<file path="config.mk">
export PLATFORM = sky130hd
export DESIGN_NAME = hazard_scoreboard_flat
export DESIGN_NICKNAME = d
export VERILOG_FILES = /design/src/rtl/hazard_scoreboard_if.sv /design/src/rtl/hazard_scoreboard.sv /design/src/flat_wrapper.sv
export SDC_FILE = /design/constraint.sdc
export NUM_CORES = 1
export LEC_CHECK = 0
export BUFFER_PORTS_ARGS = -buffer_cell sky130_fd_sc_hd__buf_4
export CORE_ASPECT_RATIO = 0.7
export CORE_MARGIN = 8
export CORE_UTILIZATION = 60
export CTS_BUF_LIST = sky130_fd_sc_hd__clkbuf_8 sky130_fd_sc_hd__clkbuf_16
export CTS_CLUSTER_SIZE = 24
export DETAILED_ROUTE_END_ITERATION = 7
export GPL_ROUTABILITY_DRIVEN = 0
export PLACE_DENSITY = 0.81
export SYNTH_ARGS = -nofsm -noshare
export SYNTH_HDL_FRONTEND = slang
export SYNTH_SLANG_ARGS = --single-unit
</file>
<file path="constraint.sdc">
create_clock -name clk -period 5.31 [get_ports clk]
set_clock_uncertainty 0.05 [all_clocks]
set_input_delay 0.531 -clock clk [delete_from_list [all_inputs] [get_ports clk]]
set_output_delay 0.531 -clock clk [all_outputs]
set_load 0.05 [all_outputs]
</file>
<file path="src/rtl/hazard_scoreboard_if.sv">
// Issue-side bus between decode and the hazard scoreboard.
// Decode (master) presents one instruction's read and write ports plus a flush.
// The scoreboard (slave) answers with a combinational hold and issue acknowledge.
interface hazard_scoreboard_if #(
    parameter int NUM_REGS = 32,
    parameter int NUM_RD   = 3,
    parameter int NUM_WR   = 2
);
    localparam int AW = (NUM_REGS > 1) ? $clog2(NUM_REGS) : 1;

    logic                       issue_valid;
    logic [NUM_RD-1:0]          rd_en;
    logic [NUM_RD-1:0][AW-1:0]  rd_addr;
    logic [NUM_WR-1:0]          wr_en;
    logic [NUM_WR-1:0][AW-1:0]  wr_addr;
    logic                       flush;
    logic                       hold;
    logic                       issue_ack;

    modport master (
        output issue_valid, rd_en, rd_addr, wr_en, wr_addr, flush,
        input  hold, issue_ack
    );

    modport slave (
        input  issue_valid, rd_en, rd_addr, wr_en, wr_addr, flush,
        output hold, issue_ack
    );
endinterface

</file>
<file path="src/rtl/hazard_scoreboard.sv">
// Register-dependency scoreboard sitting between decode and issue.
// Each tracked register owns a 4-bit down-counter holding the number of cycles
// until its pending write becomes visible. Reads stall while the counter is
// beyond the bypass distance; writes stall while an older write to the same
// register would still finish after them. A flush clears every pending write.
module hazard_scoreboard #(
    parameter int          NUM_REGS         = 32,
    parameter int          NUM_RD           = 3,
    parameter int          NUM_WR           = 2,
    parameter int unsigned WR_LAT [NUM_WR]  = '{3, 4},
    parameter int          FWD_DIST         = 1,
    parameter int          CNT_W            = 16
) (
    input  logic                  clk,
    input  logic                  reset,
    hazard_scoreboard_if.slave    bus,
    output logic [NUM_REGS-1:0]   busy,
    output logic [CNT_W-1:0]      stall_cycles
);

    // A bypass distance of 15 or more can never be exceeded by a 4-bit counter,
    // so clamping keeps the compare 4 bits wide without changing behaviour.
    localparam logic [3:0] FWD_C = (FWD_DIST >= 15) ? 4'd15 :
                                   (FWD_DIST <= 0)  ? 4'd0  : 4'(FWD_DIST);

    logic [3:0]          cnt     [NUM_REGS];
    logic [3:0]          cnt_nxt [NUM_REGS];
    logic [NUM_REGS-1:0] wr_hit;
    logic                rd_hazard;
    logic                waw_hazard;
    logic                hold_int;
    logic                ack_int;

    // Hazard detection against the counters as they stand this cycle, so a
    // read and a write of the same register in one instruction see the old value.
    always_comb begin
        rd_hazard  = 1'b0;
        waw_hazard = 1'b0;
        for (int k = 0; k < NUM_RD; k++) begin
            if (bus.rd_en[k] && (int'(bus.rd_addr[k]) < NUM_REGS)) begin
                if (cnt[bus.rd_addr[k]] > FWD_C) begin
                    rd_hazard = 1'b1;
                end
            end
        end
        for (int k = 0; k < NUM_WR; k++) begin
            if (bus.wr_en[k] && (int'(bus.wr_addr[k]) < NUM_REGS)) begin
                if (cnt[bus.wr_addr[k]] > 4'(WR_LAT[k])) begin
                    waw_hazard = 1'b1;
                end
            end
        end
    end

    // Hold and acknowledge are purely combinational; a flush masks both.
    always_comb begin
        hold_int = bus.issue_valid && !bus.flush && (rd_hazard || waw_hazard);
        ack_int  = bus.issue_valid && !bus.flush && !hold_int;
    end

    assign bus.hold      = hold_int;
    assign bus.issue_ack = ack_int;

    // Next counter values: flush clears, an accepted write loads its latency
    // (largest wins when ports collide), otherwise pending counters drain.
    always_comb begin
        wr_hit = '0;
        for (int r = 0; r < NUM_REGS; r++) begin
            cnt_nxt[r] = (cnt[r] != 4'd0) ? (cnt[r] - 4'd1) : 4'd0;
        end
        if (bus.flush) begin
            for (int r = 0; r < NUM_REGS; r++) begin
                cnt_nxt[r] = 4'd0;
            end
        end else if (ack_int) begin
            for (int k = 0; k < NUM_WR; k++) begin
                if (bus.wr_en[k] && (int'(bus.wr_addr[k]) < NUM_REGS)) begin
                    if (!wr_hit[bus.wr_addr[k]] ||
                        (4'(WR_LAT[k]) > cnt_nxt[bus.wr_addr[k]])) begin
                        cnt_nxt[bus.wr_addr[k]] = 4'(WR_LAT[k]);
                    end
                    wr_hit[bus.wr_addr[k]] = 1'b1;
                end
            end
        end
    end

    // Counter state; draining continues even while decode is held.
    always_ff @(posedge clk or negedge reset) begin
        if (!reset) begin
            for (int r = 0; r < NUM_REGS; r++) begin
                cnt[r] <= 4'd0;
            end
        end else begin
            for (int r = 0; r < NUM_REGS; r++) begin
                cnt[r] <= cnt_nxt[r];
            end
        end
    end

    // Busy flags are a direct view of the registered counters.
    always_comb begin
        busy = '0;
        for (int r = 0; r < NUM_REGS; r++) begin
            busy[r] = (cnt[r] != 4'd0);
        end
    end

    // Saturating count of held cycles, cleared only by reset.
    always_ff @(posedge clk or negedge reset) begin
        if (!reset) begin
            stall_cycles <= '0;
        end else if (hold_int && (stall_cycles != {CNT_W{1'b1}})) begin
            stall_cycles <= stall_cycles + CNT_W'(1);
        end
    end

endmodule
</file>
<file path="src/flat_wrapper.sv">
// flat-port wrapper written by rule: the top's interface ports become plain ports
module hazard_scoreboard_flat 
#(
    parameter int          NUM_REGS         = 32,
    parameter int          NUM_RD           = 3,
    parameter int          NUM_WR           = 2,
    parameter int unsigned WR_LAT [NUM_WR]  = '{3, 4},
    parameter int          FWD_DIST         = 1,
    parameter int          CNT_W            = 16
)
  (clk, reset, busy, stall_cycles, bus_issue_valid, bus_rd_en, bus_rd_addr, bus_wr_en, bus_wr_addr, bus_flush, bus_hold, bus_issue_ack);
  hazard_scoreboard_if #(.NUM_REGS(NUM_REGS), .NUM_RD(NUM_RD), .NUM_WR(NUM_WR)) bus_i ();
  input  logic clk;
  input  logic reset;
  output logic [NUM_REGS-1:0] busy;
  output logic [CNT_W-1:0] stall_cycles;
  input wire logic [$bits(bus_i.issue_valid)-1:0] bus_issue_valid;
  input wire logic [$bits(bus_i.rd_en)-1:0] bus_rd_en;
  input wire logic [$bits(bus_i.rd_addr)-1:0] bus_rd_addr;
  input wire logic [$bits(bus_i.wr_en)-1:0] bus_wr_en;
  input wire logic [$bits(bus_i.wr_addr)-1:0] bus_wr_addr;
  input wire logic [$bits(bus_i.flush)-1:0] bus_flush;
  output wire logic [$bits(bus_i.hold)-1:0] bus_hold;
  output wire logic [$bits(bus_i.issue_ack)-1:0] bus_issue_ack;
  assign bus_i.issue_valid = bus_issue_valid;
  assign bus_i.rd_en = bus_rd_en;
  assign bus_i.rd_addr = bus_rd_addr;
  assign bus_i.wr_en = bus_wr_en;
  assign bus_i.wr_addr = bus_wr_addr;
  assign bus_i.flush = bus_flush;
  assign bus_hold = bus_i.hold;
  assign bus_issue_ack = bus_i.issue_ack;
  hazard_scoreboard #(.NUM_REGS(NUM_REGS), .NUM_RD(NUM_RD), .NUM_WR(NUM_WR), .WR_LAT(WR_LAT), .FWD_DIST(FWD_DIST), .CNT_W(CNT_W)) u_core (.clk(clk), .reset(reset), .bus(bus_i), .busy(busy), .stall_cycles(stall_cycles));
endmodule
</file>
==> results.sh <==
export IMPL_drc=36
export IMPL_power_leakage_nw=5.30
export IMPL_area_growth_pct=10.3
export IMPL_io_pins=84
export IMPL_synth_top_flop_cell="dfrtp_1"
export IMPL_dp_hpwl_um=27700
export IMPL_rsz0062_at_grt="false"
export IMPL_synth_top_area_share_pct=31.4
export IMPL_core_area_um2=18800
export IMPL_die_x_um=181
export IMPL_synthSimpleGateAreaFrac_pct=23.0
export IMPL_hold_viol=0
export IMPL_antenna_cells=0
export IMPL_overflow=0
export IMPL_ys_seq_area_share_pct=31.4
export IMPL_fin_setup_tns_ns=0
export IMPL_finalMaxSlewViolations=0
export IMPL_met1_usage_pct=45.6
export IMPL_synth_mux_area_share_pct=8.35
export IMPL_grt_pass1_vias=11407
export IMPL_ys_ff_latch=144
export IMPL_synthTopCellsByArea="dfrtp_1, mux4_2, ha_1"
export IMPL_synth_edf_count=0
export IMPL_violations="DRC"
export IMPL_dieArea_um2=23900
export IMPL_grt_usage_pct=33.4
export IMPL_yosys_area_top_type="dfrtp_1"
export IMPL_cts_clk_slew_worst_paths_ns=0.07
export IMPL_die_y_um=132
export IMPL_outcome="finished with violations"
export IMPL_max_cap_violations=0
export IMPL_pwr_share_clk_pct=15.8
export IMPL_yosysMostFrequentCell="dfrtp_1"
export IMPL_numCtsBuffers=17
export IMPL_end_kind="output port"
export IMPL_grt_util_met2_pct=46.8
export IMPL_power_frac_seq_pct=26.4
export IMPL_cp_arrival_ns=3.87
export IMPL_ys_async_sr_fraction_pct=100
export IMPL_crit_type="reg2out"
export IMPL_cts_root_buf="clkbuf_16"
export IMPL_grt_pass1_wl_um=63900
export IMPL_portBuffers=83
export IMPL_cts_max_path_buffers=2
export IMPL_path_max_fanout=11
export IMPL_vias=11933
export IMPL_cts_tree="done"
export IMPL_synth_area_um2=11500
export IMPL_whs_ns=0.168
export IMPL_synth_top_family_by_area="simple AND/OR/NAND/NOR gates"
export IMPL_combPwrFrac_pct=57.7
export IMPL_internal_power_w=0.00358
export IMPL_p_sw_w=0.00368
export IMPL_period_needed_ns=4.45
export IMPL_layout_nets=1447
export IMPL_yosys_top_cells_count="dfrtp_1, nand2_1, nor2_1"
export IMPL_final_period_utilization_pct=83.9
export IMPL_synthAdderAreaFrac_pct=6.21
export IMPL_drtIter0Drc=2415
export IMPL_vias_per_cell=7.41
export IMPL_busiest_layer="met2"
export IMPL_p_per_area_nw_per_um2=573
export IMPL_setup_ws_ns=0.856
export IMPL_grt_max_degree=100
export IMPL_start_kind="flop"
export IMPL_grt_use_met3_pct=13.6
export IMPL_synth_xor_area_share_pct=2.97
export IMPL_worstPathRequired_ns=4.73
export IMPL_firstDrtPassIters=8
export IMPL_antenna_found_initial=0
export IMPL_syn_nets=1421
export IMPL_synth_cell_types=65
export IMPL_relSlewSlack_pct=31.5
export IMPL_wl_per_cell_um=25.2
export IMPL_cts_hold_buf=0
export IMPL_postSynthAreaPerCell_um2=8.64
export IMPL_cts_setup_buffers=0
export IMPL_irDropWorstVdd_uv=438
export IMPL_initial_core_util_pct=61.1
export IMPL_fillers=1509
export IMPL_yosysWarnings=0
export IMPL_num_rows=42
export IMPL_cts_resized=0
export IMPL_clk_latency_ns=0.44
export IMPL_tightest_slew_ns=1.02
export IMPL_switching_share_pct=50.7
export IMPL_setup_viol=0
export IMPL_postRouteAntennaNets=0
export IMPL_layout_drive_gt1_share_pct=16.2
export IMPL_netlist_instances=1330
export IMPL_synth_compound_area_share_pct=22.1
export IMPL_fmax_mhz=225
export IMPL_finalWirelength_um=40600
export IMPL_clkSinkCount=144
export IMPL_htree_levels=4
export IMPL_preCtsSetupSlack_ns=1.06
export IMPL_hold_path_class="in2async"
## sequential cells by signal, indices dropped and copies added (netlist names)
name,cells
u_core.cnt,128
u_core.stall_cycles,16
## placed cells by master, fill, tap and decap left out, drive strengths merged, types with 24 or more instances in the layout
master and count:
nor3 83, o21ai 36, a31oi 33, mux4 32, nand2b 36, nand3 24, inv 66, dfrtp 144
nor2 120, nand4 37, ha 57, xor2 39, a21oi 63, buf 99, a211oi 41, a221oi 66
or3 25, nand2 143, o22ai 42
## worst paths after layout
check	startpoint	to	slack, ns	cells past startpoint
max in group asynchronous	reset	u_core.cnt[19]$_DFF_PN0_	3.84	2
min in group clk	u_core.stall_cycles[9]$_DFFE_PN0P_	u_core.stall_cycles[9]$_DFFE_PN0P_	0.45	1
min	reset	u_core.cnt[85]$_DFF_PN0_	0.17	1
max reg2reg	u_core.cnt[87]$_DFF_PN0_	u_core.cnt[115]$_DFF_PN0_	1.16	10
max	u_core.cnt[87]$_DFF_PN0_	bus_issue_ack	0.86	10
min reg2reg	u_core.stall_cycles[9]$_DFFE_PN0P_	u_core.stall_cycles[9]$_DFFE_PN0P_	0.45	1
## stage by stage
| stage | total power (W) | instances | utilization [%] | cell area (µm²) |
|---|---|---|---|---|
| after floorplan | 0.00481 | 1330 | - | 11500 |
| after global placement | 0.00582 | 1579 | 64.5 | 12100 |
| after detailed placement | 0.00594 | 1579 | 64.5 | 12100 |
| after CTS | 0.00711 | 1610 | 67.4 | 12700 |
| after global routing | 0.00764 | 1610 | 67.4 | 12700 |
| final | 0.00726 | 1610 | 67.4 | 12700 |
## cell families (layout without fill, tap and decap cells)
logic type               count (synthesis)  count (layout)
buffers and inverters                  156             194
AO/OA/AOI/OAI                          339             339
flip-flops                             144             144
multiplexers                            55              55
adder cells (fa/ha/maj)                 57              57
AND/OR/NAND/NOR                        540             540
XOR/XNOR                                39              39
## critical path, cell delays in order, from the launching register on
cell,delay (ns)
dfrtp_1,0.49
nor3_1,0.69
mux4_2,0.39
mux2_2,0.14
o211ai_1,0.09
o311ai_0,0.16
nand4_1,0.21
nor3_4,0.63
nand2_1,0.28
clkinv_1,0.14
buf_4,0.21
## layout make-up
cell class / instances / area (µm²) / area share [%]
Timing Repair Buffer: 99 / 772 / 6.09
Multi-Input combinational cell: 1030 / 7210 / 56.9
Clock inverter: 14 / 120 / 0.948
Clock buffer: 17 / 425 / 3.36
Sequential cell: 144 / 3600 / 28.4
Tap cell: 242 / 303 / 2.39
Inverter: 64 / 240 / 1.90
## power groups by stage
stage / Clock (W) / Combinational (W) / Sequential (W)
floorplan: 0 / 0.00302 / 0.00179
global placement: 0 / 0.00395 / 0.00188
detailed placement: 0 / 0.00406 / 0.00188
CTS: 0.00115 / 0.00409 / 0.00187
global route: 0.00119 / 0.00451 / 0.00194
finish: 0.00115 / 0.00419 / 0.00192
## per-layer routing
metal / routed length [µm] / part of all wire, %
met2: 16500 / 41
met4: 1660 / 4.1
met1: 15900 / 39
met3: 6560 / 16
met5: 0 / 0
(Power assumes the default switching activity.)
